`src/rtl/intr_entry_sequencer_pkg.sv`:
```
// Shared interrupt definitions: exception codes, SPR numbers, MSR bits and the
// sequencer state encoding used by the interrupt entry / rfi logic.
package intr_entry_sequencer_pkg;

  localparam int EXC_W_DEF = 4;

  typedef enum logic [EXC_W_DEF-1:0] {
    EXC_NONE  = 4'd0,
    EXC_DSI   = 4'd1,
    EXC_ISI   = 4'd2,
    EXC_DMISS = 4'd3,
    EXC_IMISS = 4'd4,
    EXC_TRAP  = 4'd5,
    EXC_PRIV  = 4'd6,
    EXC_ILLE  = 4'd7,
    EXC_SC    = 4'd8,
    EXC_DEV0  = 4'd9,
    EXC_DEV1  = 4'd10
  } excep_code_e;

  localparam logic [9:0] SPRN_SRR0 = 10'd26;
  localparam logic [9:0] SPRN_SRR1 = 10'd27;
  localparam logic [9:0] SPRN_DEAR = 10'd61;

  // Little-endian indices of the MSR bits cleared on interrupt entry.
  localparam int MSR_FP_BIT = 16;
  localparam int MSR_EE_BIT = 15;
  localparam int MSR_PR_BIT = 14;
  localparam logic [31:0] MSR_CLR_MASK_DEF =
    (32'd1 << MSR_FP_BIT) | (32'd1 << MSR_EE_BIT) | (32'd1 << MSR_PR_BIT);

  localparam logic [3:0] ST_IDLE  = 4'd0;
  localparam logic [3:0] ST_DRAIN = 4'd1;
  localparam logic [3:0] ST_SAVE0 = 4'd2;
  localparam logic [3:0] ST_SAVE1 = 4'd3;
  localparam logic [3:0] ST_SAVE2 = 4'd4;
  localparam logic [3:0] ST_ENTER = 4'd5;
  localparam logic [3:0] ST_RFI0  = 4'd6;
  localparam logic [3:0] ST_RFI1  = 4'd7;
  localparam logic [3:0] ST_RFI2  = 4'd8;

  // Data-side faults also record the faulting effective address in DEAR.
  function automatic logic needs_dear(input logic [EXC_W_DEF-1:0] code);
    return (code == EXC_DSI) || (code == EXC_DMISS);
  endfunction

endpackage

```
`src/rtl/intr_entry_sequencer_drain_timer.sv`:
```
// Saturating drain counter: counts cycles spent waiting for the pipeline to
// empty and flags when the forced-entry limit is reached.
module intr_drain_timer #(
  parameter int DRAIN_MAX = 8
) (
  input  logic clk,
  input  logic rst,
  input  logic en,
  input  logic clear,
  output logic done
);

  localparam int CW = (DRAIN_MAX > 1) ? $clog2(DRAIN_MAX) : 1;

  logic [CW-1:0] count;

  assign done = (count == CW'(DRAIN_MAX - 1));

  always_ff @(posedge clk) begin
    if (rst || clear) begin
      count <= '0;
    end else if (en && !done) begin
      count <= count + 1'b1;
    end
  end

endmodule

```
`src/rtl/intr_entry_sequencer.sv`:
```
// Interrupt entry and rfi sequencer: drains the pipe, saves context into
// SRR0/SRR1/DEAR, vectors the PC and restores state on rfi.
module intr_entry_sequencer
  import intr_entry_sequencer_pkg::*;
#(
  parameter int          EXC_W        = EXC_W_DEF,
  parameter int          DRAIN_MAX    = 8,
  parameter logic [31:0] MSR_CLR_MASK = MSR_CLR_MASK_DEF
) (
  input  logic             clk,
  input  logic             rst,
  input  logic [EXC_W-1:0] excep_code,
  input  logic [31:0]      intr_entry_addr,
  input  logic [31:0]      epc,
  input  logic [31:0]      fault_addr,
  input  logic [31:0]      msr_in,
  input  logic             pipe_empty,
  input  logic             rfi_req,
  output logic [9:0]       spr_addr,
  output logic [31:0]      spr_wd,
  output logic             spr_wr,
  input  logic [31:0]      spr_rd,
  output logic             stall,
  output logic             flush,
  output logic             pc_wr,
  output logic [31:0]      pc_wd,
  output logic             msr_wr,
  output logic [31:0]      msr_wd,
  output logic             ack,
  output logic             rfi_ack,
  output logic             busy
);

  logic [3:0]       state;
  logic [3:0]       state_d;
  logic [EXC_W-1:0] code_q;
  logic [31:0]      epc_q;
  logic [31:0]      fault_q;
  logic [31:0]      msr_q;
  logic [31:0]      entry_q;
  logic [31:0]      pc_buf;
  logic [31:0]      msr_buf;
  logic             drain_done;
  logic             drain_exit;
  logic             code_is_sc;
  logic             code_has_dear;

  assign code_is_sc    = (code_q == EXC_W'(EXC_SC));
  assign code_has_dear = needs_dear(EXC_W_DEF'(code_q));
  assign drain_exit    = (state == ST_DRAIN) && (pipe_empty || drain_done);

  intr_drain_timer #(.DRAIN_MAX(DRAIN_MAX)) u_drain_timer (
    .clk   (clk),
    .rst   (rst),
    .en    (state == ST_DRAIN),
    .clear (drain_exit),
    .done  (drain_done)
  );

  always_comb begin
    state_d = state;
    case (state)
      ST_IDLE: begin
        if (excep_code != '0) state_d = ST_DRAIN;
        else if (rfi_req)     state_d = ST_RFI0;
      end
      ST_DRAIN: if (drain_exit) state_d = ST_SAVE0;
      ST_SAVE0: state_d = ST_SAVE1;
      ST_SAVE1: state_d = code_has_dear ? ST_SAVE2 : ST_ENTER;
      ST_SAVE2: state_d = ST_ENTER;
      ST_ENTER: state_d = ST_IDLE;
      ST_RFI0:  state_d = ST_RFI1;
      ST_RFI1:  state_d = ST_RFI2;
      ST_RFI2:  state_d = ST_IDLE;
      default:  state_d = ST_IDLE;
    endcase
  end

  always_ff @(posedge clk) begin
    if (rst) begin
      state   <= ST_IDLE;
      code_q  <= '0;
      epc_q   <= '0;
      fault_q <= '0;
      msr_q   <= '0;
      entry_q <= '0;
      pc_buf  <= '0;
      msr_buf <= '0;
    end else begin
      state <= state_d;
      if (state == ST_IDLE && excep_code != '0) begin
        code_q  <= excep_code;
        epc_q   <= epc;
        fault_q <= fault_addr;
        msr_q   <= msr_in;
        entry_q <= intr_entry_addr;
      end
      if (state == ST_RFI0) pc_buf  <= spr_rd;
      if (state == ST_RFI1) msr_buf <= spr_rd;
    end
  end

  // Outputs are forced low while rst is high so an aborted save never lands.
  always_comb begin
    spr_addr = '0;
    spr_wd   = '0;
    spr_wr   = 1'b0;
    flush    = 1'b0;
    pc_wr    = 1'b0;
    pc_wd    = '0;
    msr_wr   = 1'b0;
    msr_wd   = '0;
    ack      = 1'b0;
    rfi_ack  = 1'b0;
    if (!rst) begin
      case (state)
        ST_DRAIN: flush = 1'b1;
        ST_SAVE0: begin
          spr_wr   = 1'b1;
          spr_addr = SPRN_SRR0;
          spr_wd   = code_is_sc ? (epc_q + 32'd4) : epc_q;
        end
        ST_SAVE1: begin
          spr_wr   = 1'b1;
          spr_addr = SPRN_SRR1;
          spr_wd   = msr_q;
        end
        ST_SAVE2: begin
          spr_wr   = 1'b1;
          spr_addr = SPRN_DEAR;
          spr_wd   = fault_q;
        end
        ST_ENTER: begin
          pc_wr  = 1'b1;
          pc_wd  = entry_q;
          msr_wr = 1'b1;
          msr_wd = msr_q & ~MSR_CLR_MASK;
          ack    = 1'b1;
        end
        ST_RFI0: spr_addr = SPRN_SRR0;
        ST_RFI1: spr_addr = SPRN_SRR1;
        ST_RFI2: begin
          pc_wr   = 1'b1;
          pc_wd   = {pc_buf[31:2], 2'b00};
          msr_wr  = 1'b1;
          msr_wd  = msr_buf;
          rfi_ack = 1'b1;
        end
        default: ;
      endcase
    end
  end

  assign busy  = (state != ST_IDLE) && !rst;
  assign stall = busy;

endmodule

```
`config.mk`:
```
export PLATFORM = sky130hd
export DESIGN_NAME = intr_entry_sequencer
export DESIGN_NICKNAME = d
export VERILOG_FILES = /design/src/rtl/intr_entry_sequencer_pkg.sv /design/src/rtl/intr_entry_sequencer_drain_timer.sv /design/src/rtl/intr_entry_sequencer.sv
export SDC_FILE = /design/constraint.sdc
export NUM_CORES = 1
export LEC_CHECK = 0
export ABC_CLOCK_PERIOD_IN_PS = 3700
export CAP_MARGIN = 20
export CORE_ASPECT_RATIO = 1.2
export CORE_UTILIZATION = 30
export DETAILED_ROUTE_END_ITERATION = 10
export PLACE_DENSITY = 0.55
export SLEW_MARGIN = 40
export SYNTH_ARGS = -nofsm -noshare
export SYNTH_HDL_FRONTEND = slang
export SYNTH_SLANG_ARGS = --single-unit
```
`constraint.sdc`:
```
create_clock -name clk -period 3.7 [get_ports clk]
set_input_delay 0.925 -clock clk [delete_from_list [all_inputs] [get_ports clk]]
set_output_delay 0.925 -clock clk [all_outputs]
set_load 0.01 [all_outputs]
```
# Yosys cells after proc, flatten, opt, wreduce, memory -nomap -nowiden

Cells that the tools add are included.

Register bits after elaboration: 203
Input port bits: 168
Output and inout bits: 114

$add $sub $neg: 2
Equal/unequal tests: 14
Mux-type cells: 24
Reduce and logical (&&, ||, !) cells: 17

Operator list:

| operator                | number |
|---|---|
| $mux W32                | 4 |
| $pmux W32 S2            | 2 |
| $pmux W32 S3            | 1 |
| $add A32 B3 Y32 const B | 1 |
| $pmux W4 S7             | 1 |
| $pmux W6 S3             | 1 |
| $eq A4 B3 Y1 const B    | 4 |
| $eq A4 B2 Y1 const B    | 3 |
| $mux W4                 | 3 |
| $mux W1                 | 11 |
| $mux W10                | 1 |
| $eq A4 B1 Y1 const B    | 2 |
| $eq A4 B4 Y1 const B    | 2 |
| $reduce_bool A4 Y1      | 2 |
| $reduce_or A2 Y1        | 3 |
| $logic_and A1 B1 Y1     | 4 |
| $logic_not A4 Y1        | 1 |
| $add A3 B1 Y3 const B   | 1 |
| $eq A3 B3 Y1 const B    | 1 |
| $logic_or A1 B1 Y1      | 3 |
| $ne A3 B3 Y1 const B    | 1 |
| $reduce_or A3 Y1        | 1 |
| $logic_not A1 Y1        | 2 |
| $ne A2 B2 Y1 const B    | 1 |
| $reduce_and A2 Y1       | 1 |

# Depth between registers and ports, before layout

Depth after elaboration: 5
Depth in mapped cells: 7

# Modules after synthesis

From an unflattened synthesis, not the netlist that was laid out.

Cell total of the unflattened synthesis: 1,178
Area total of the unflattened synthesis: 9,039.9 um^2

Modules (own cells, without submodules):

| module               | times used | cells an instance | area each (um^2) | sequential area each (um^2) |
|---|---|---|---|---|
| intr_entry_sequencer | 1          | 1,166             | 8,897.3          | 3,963.8 |
| intr_drain_timer     | 1          | 12                | 142.6            | 60.1 |

# Worst setup path before layout

OpenSTA, ideal clock, no wires.

Path kind: reg-to-output
From: reg code_q[0]
To: out spr_wd[31]
Arrival: 2.449 ns
Required time: 2.775 ns
Path slack: 0.326 ns
Stages on the path, launching flop included: 8
Cell sequence: dfxtp_1 -> or4b_1 -> buf_6 -> or3_4 -> buf_6 -> or3_4 -> or4_1 -> nand3_1

Word-level cells in the longest chain between the ends: 4

Ends and longest elaborated chain:

| item                   | line                        | RTL |
|---|---|---|
| from (decl)            | intr_entry_sequencer.sv:36  | `logic [EXC_W-1:0] code_q;` |
| from (signal assigned) | intr_entry_sequencer.sv:92  | `code_q <= excep_code;` |
| $eq A4 B4 Y1           | intr_entry_sequencer.sv:48  | `assign code_is_sc = (code_q == EXC_W'(EXC_SC));` |
| $mux W32               | intr_entry_sequencer.sv:121 | `spr_wd = code_is_sc ? (epc_q + 32'd4) : epc_q;` |
| $pmux W32 S3           | intr_entry_sequencer.sv:116 | `case (state)` |
| $mux W32               | intr_entry_sequencer.sv:115 | `if (!rst) begin` |
| to (decl)              | intr_entry_sequencer.sv:20  | `output logic [31:0] spr_wd,` |

Every way passes these cells.

# Worst setup path after layout

From: reg code_q[2]
To: out spr_wd[31]

Same word-level chain as after synthesis.

==> run summary <==
The run finished, with violations left. The checks that failed: setup timing. The number of buffer cells added on primary ports is 277. The placed instance count is 1800. During synthesis, Yosys emitted a total of 0 warnings. The share of final-layout standard cells stronger than drive strength 1 came out at between 10 and 15%. After detailed routing, the met2 layer carries about 15000 um of wire. The total routed wire length on the met1 layer is 14600 um. Leaving out filler cells and counting taps, the final layout contains 1849. Counting the buffers created by CTS gives 24.

The flip-flop and latch count after synthesis came out at 201. The detailed-route vias per instance is roughly 5. The buffers plus inverters on the worst setup path is 1. The total of endpoints with negative setup slack in the final report came out at 1. The detailed-placement wirelength estimate came out at 22700 um. The setup slack at placement came out at between 0.04 and 0.05 ns. The share of total power in the clock network is 28.7%.

Synthesis produced a netlist whose cell count is 1190. The class of the most critical setup path is flop to output pin. The overall power consumption is 8.52 mW. The element type at the critical path start is a flop. The clock latency at the later pin of the worst-skew pair is a little over 0.5 ns. The final clock period utilization by the worst path came out at 101%. 282 I/O pins were placed.

Yosys attributes the largest share of cell area to dfxtp_1 45%, nand2_1 17%, a21oi_1 11%. Traced cell by cell, the critical path runs through or4b_4 > or3_4 > or3_4 > or4_4 > nand3_4 > buf_6. The data arrival time of the critical path is 2.83 ns. The logic gate share of total power is about 34%. The worst-case vdd ir drop is 0.469 mV. The type of the worst min-delay path is flop to flop. The detailed-routing iteration count for the pre-antenna-repair pass is 6. The highest layer touched by signal routing is met5. The switching share of power came out at 37.3%. The final weighted congestion of routability-driven global placement is 0.917. The first global-routing pass estimated 50900 um of wire. In the synthesized netlist, the cells that appear most often are 400 x nand2_1, 201 x dfxtp_1, 199 x a21oi_1, 91 x clkbuf_1, 60 x a22o_1. The most numerous cell type found on the critical path is or3_4. The DRC marker count from the first detailed-route iteration came out at 530. Power spread over the standard cell area amounts to between 600 and 700 mW/mm^2.

The mean instance size in the synthesized netlist is between 7 and 8 um^2. The launch point of the worst reg-to-reg path is state[3]. The number of cell rows is 68.

The register-to-register path setup slack came out at 1.22 ns. The starting density of the core is 30.8%. The number of nets at the end of the flow came out at approximately 1600.

After detailed routing, the met3 layer carries 2570 um of wire. The total inserted antenna cells is 0. The routed length per instance came out at 17.9 um. The via count of the first global-routing pass is 8760.

The die outline area is 0.0306 mm^2. The number of enable flip-flop cells after synthesis came out at 0. The largest individual stage delay along the critical path comes from the cell or4b_4.

The logic depth of the worst setup path including buffers came out at 6. The leading register cell type out of synthesis is dfxtp_1. Entering global routing, the biggest net connects roughly 80 pins. The synthesized area came out at 0.00896 mm^2. The type of element capturing the critical path is an output pin. Setup repair after global routing could not meet its margin everywhere.

The maximum clock frequency is ~270 MHz. The number of routed nets with antenna violations is 0. The distinct cell type count of the synthesized netlist came out at 48.

The clock net in this run drives a total of 201 sinks. The deepest level of the CTS H-tree came out at 1. The die is around 190 um tall. In this run the clock root is driven by a clkbuf_16. For this design the static power due to leakage is 4.94 nW. The kind of cell with the highest combined delay along the critical path is simple AND/OR/NAND/NOR gates.

In this run the horizontal extent of the chip is 160 um. The register share of total power came out at 37.2%. In this run the worst path has a maximum fanout of 2. The source of the critical timing path is code_q[2]. Max-cap violations in this run came to 0.

The routed design could run at a clock period as short as between 3 and 4 ns. Relative to the synthesized area, the layout overhead comes to 49.2%. The worst reg-to-reg path cell count is 7. By instance count, the leading cell after synthesis is nand2_1.

The clock tree from TritonCTS is built. The worst clock skew on the final layout came out at 0.00596 ns. The area share of the largest cell type after synthesis is between 40% and 50%. The slew at the pin closest to its max-slew limit came out at about 0.70 ns. The total of hold buffers inserted after clock tree synthesis came out at 0.

STA puts the critical path data required time at 2.77 ns. The hold violation count in the final report came to 0. The async set-reset flop share out of synthesis came out at 0%. The max-slew headroom at the worst pin is 53.2%. The core footprint is 0.0291 mm^2. The global router's overall resource usage came out at 21.0%. The share of the yosys chip area belonging to registers came out at 44.9%.

The cell-internal power is approximately 5.3 mW. For this run the aggregate overflow at the end of global routing stands at 0. The CTS clock-pin slew for the worst setup and hold paths came out at 0.06 ns.

The final number of max-transition violations was 0. The number of buffers on the longest clock path came out at 3. The endpoint identified for the worst register-to-register timing path is fault_q[23]. The net switching power came out at 3.18 mW.

Summed over all instances, the cell type with the most area after synthesis is dfxtp_1. The biggest cell delay along the critical path came out at 0.54 ns. The remaining routing DRC violations came out at 0. The initial antenna violation count is 1. The total wirelength of the detailed-routed design is 33100 um. Across all layers, the routed design uses 9188 vias. The critical path endpoint is spr_wd[31].

Once routing completed, OpenROAD measured the worst setup slack at -0.0547 ns.
[worst register-to-register path: stages, from the launching register on]
cell and delay, ns:
dfxtp_1 0.41, buf_4 0.22, nor4_1 0.28, buf_4 0.21, and2_4 0.58, buf_4 0.47, nand2_1 0.14, a21oi_1 0.13
[logic make-up after synthesis]
family                   count (synthesis)  share of synthesized area, %
AO/OA/AOI/OAI                          325                          22.4
XOR/XNOR                                25                          2.44
buffers and inverters                  110                          5.11
adder cells (fa/ha/maj)                  3                         0.419
flip-flops                             201                          44.9
multiplexers                             1                         0.112
AND/OR/NAND/NOR                        524                          24.5
other                                    1                        0.0418
[through the flow]
stage	TNS, ns	util [%]	hold slack (ns)	instance area [um^2]
floorplan	0	-	0.432	8970
global placement	0	42.2	0.439	12300
detailed placement	0	42.2	0.444	12300
CTS	-0.165	45.5	0.453	13200
global route	-0.708	45.9	0.469	13400
finish	-0.0547	45.9	0.452	13400
[power by group through the flow]
| stage | clock network, mW | registers [mW] | logic (mW) |
|---|---|---|---|
| final | 2.44 | 3.17 | 2.90 |
| after global routing | 2.59 | 3.24 | 3.24 |
| after CTS | 2.51 | 3.15 | 2.90 |
| after detailed placement | 0 | 3.19 | 2.86 |
| after global placement | 0 | 3.18 | 2.83 |
| after floorplan | 0 | 3.03 | 1.78 |
[flip-flops by register name, summed over array words and instances (netlist names)]
signal	count
fault_q	32
msr_q	32
epc_q	32
u_drain_timer.count	3
entry_q	32
pc_buf	30
msr_buf	32
code_q	4
state	4
[placed cells by master (no fill, tap or decap), drive strengths merged, types with 7 or more instances in the layout]
cell type and n:
nand2 401, clkdlybuf4s50 251, dfxtp 201, a21oi 199, buf 65, a22o 60
clkbuf 40, nor2 36, a22oi 28, nand3 18, o22ai 17, xnor2 13
xor2 12, nand4 11, nor3 10, and2 9, nor4 9, a222oi 7
dlygate4sd2 7
[worst min-delay path by stage]
stage	slack, ns	depth (start not counted)	end	start
after CTS	0.45	2	msr_buf[16]	msr_buf[16]
after global placement	0.44	2	msr_buf[14]	msr_buf[14]
after detailed placement	0.44	2	msr_buf[15]	msr_buf[15]
after global routing	0.47	2	entry_q[17]	entry_q[17]
final	0.45	2	msr_buf[16]	msr_buf[16]
after floorplan	0.43	2	entry_q[0]	entry_q[0]
[layout make-up]
cell class / count / area (um^2)
multi-input cells: 882 / 4740
inverters: 6 / 22.5
clock buffers: 37 / 741
fillers: 3003 / 15700
flip-flops and latches: 201 / 4030
repair buffers: 332 / 3280
well taps: 385 / 482
clock inverters: 6 / 82.6
[layer usage]
metal  global-route usage, %  vias up
met5                       0        -
met4                    4.58        2
met3                    5.84       46
met2                    35.3      286
met1                    26.8     4278
li1                        -     4576
[timing repair]
action                     4_1_cts  5_1_grt
gates cloned                     1        0
pin swaps                        9       13
setup endpoints to repair       24       55
resized for setup               74       36
setup buffers                    2        2
Power figures use the tool's default switching activity.
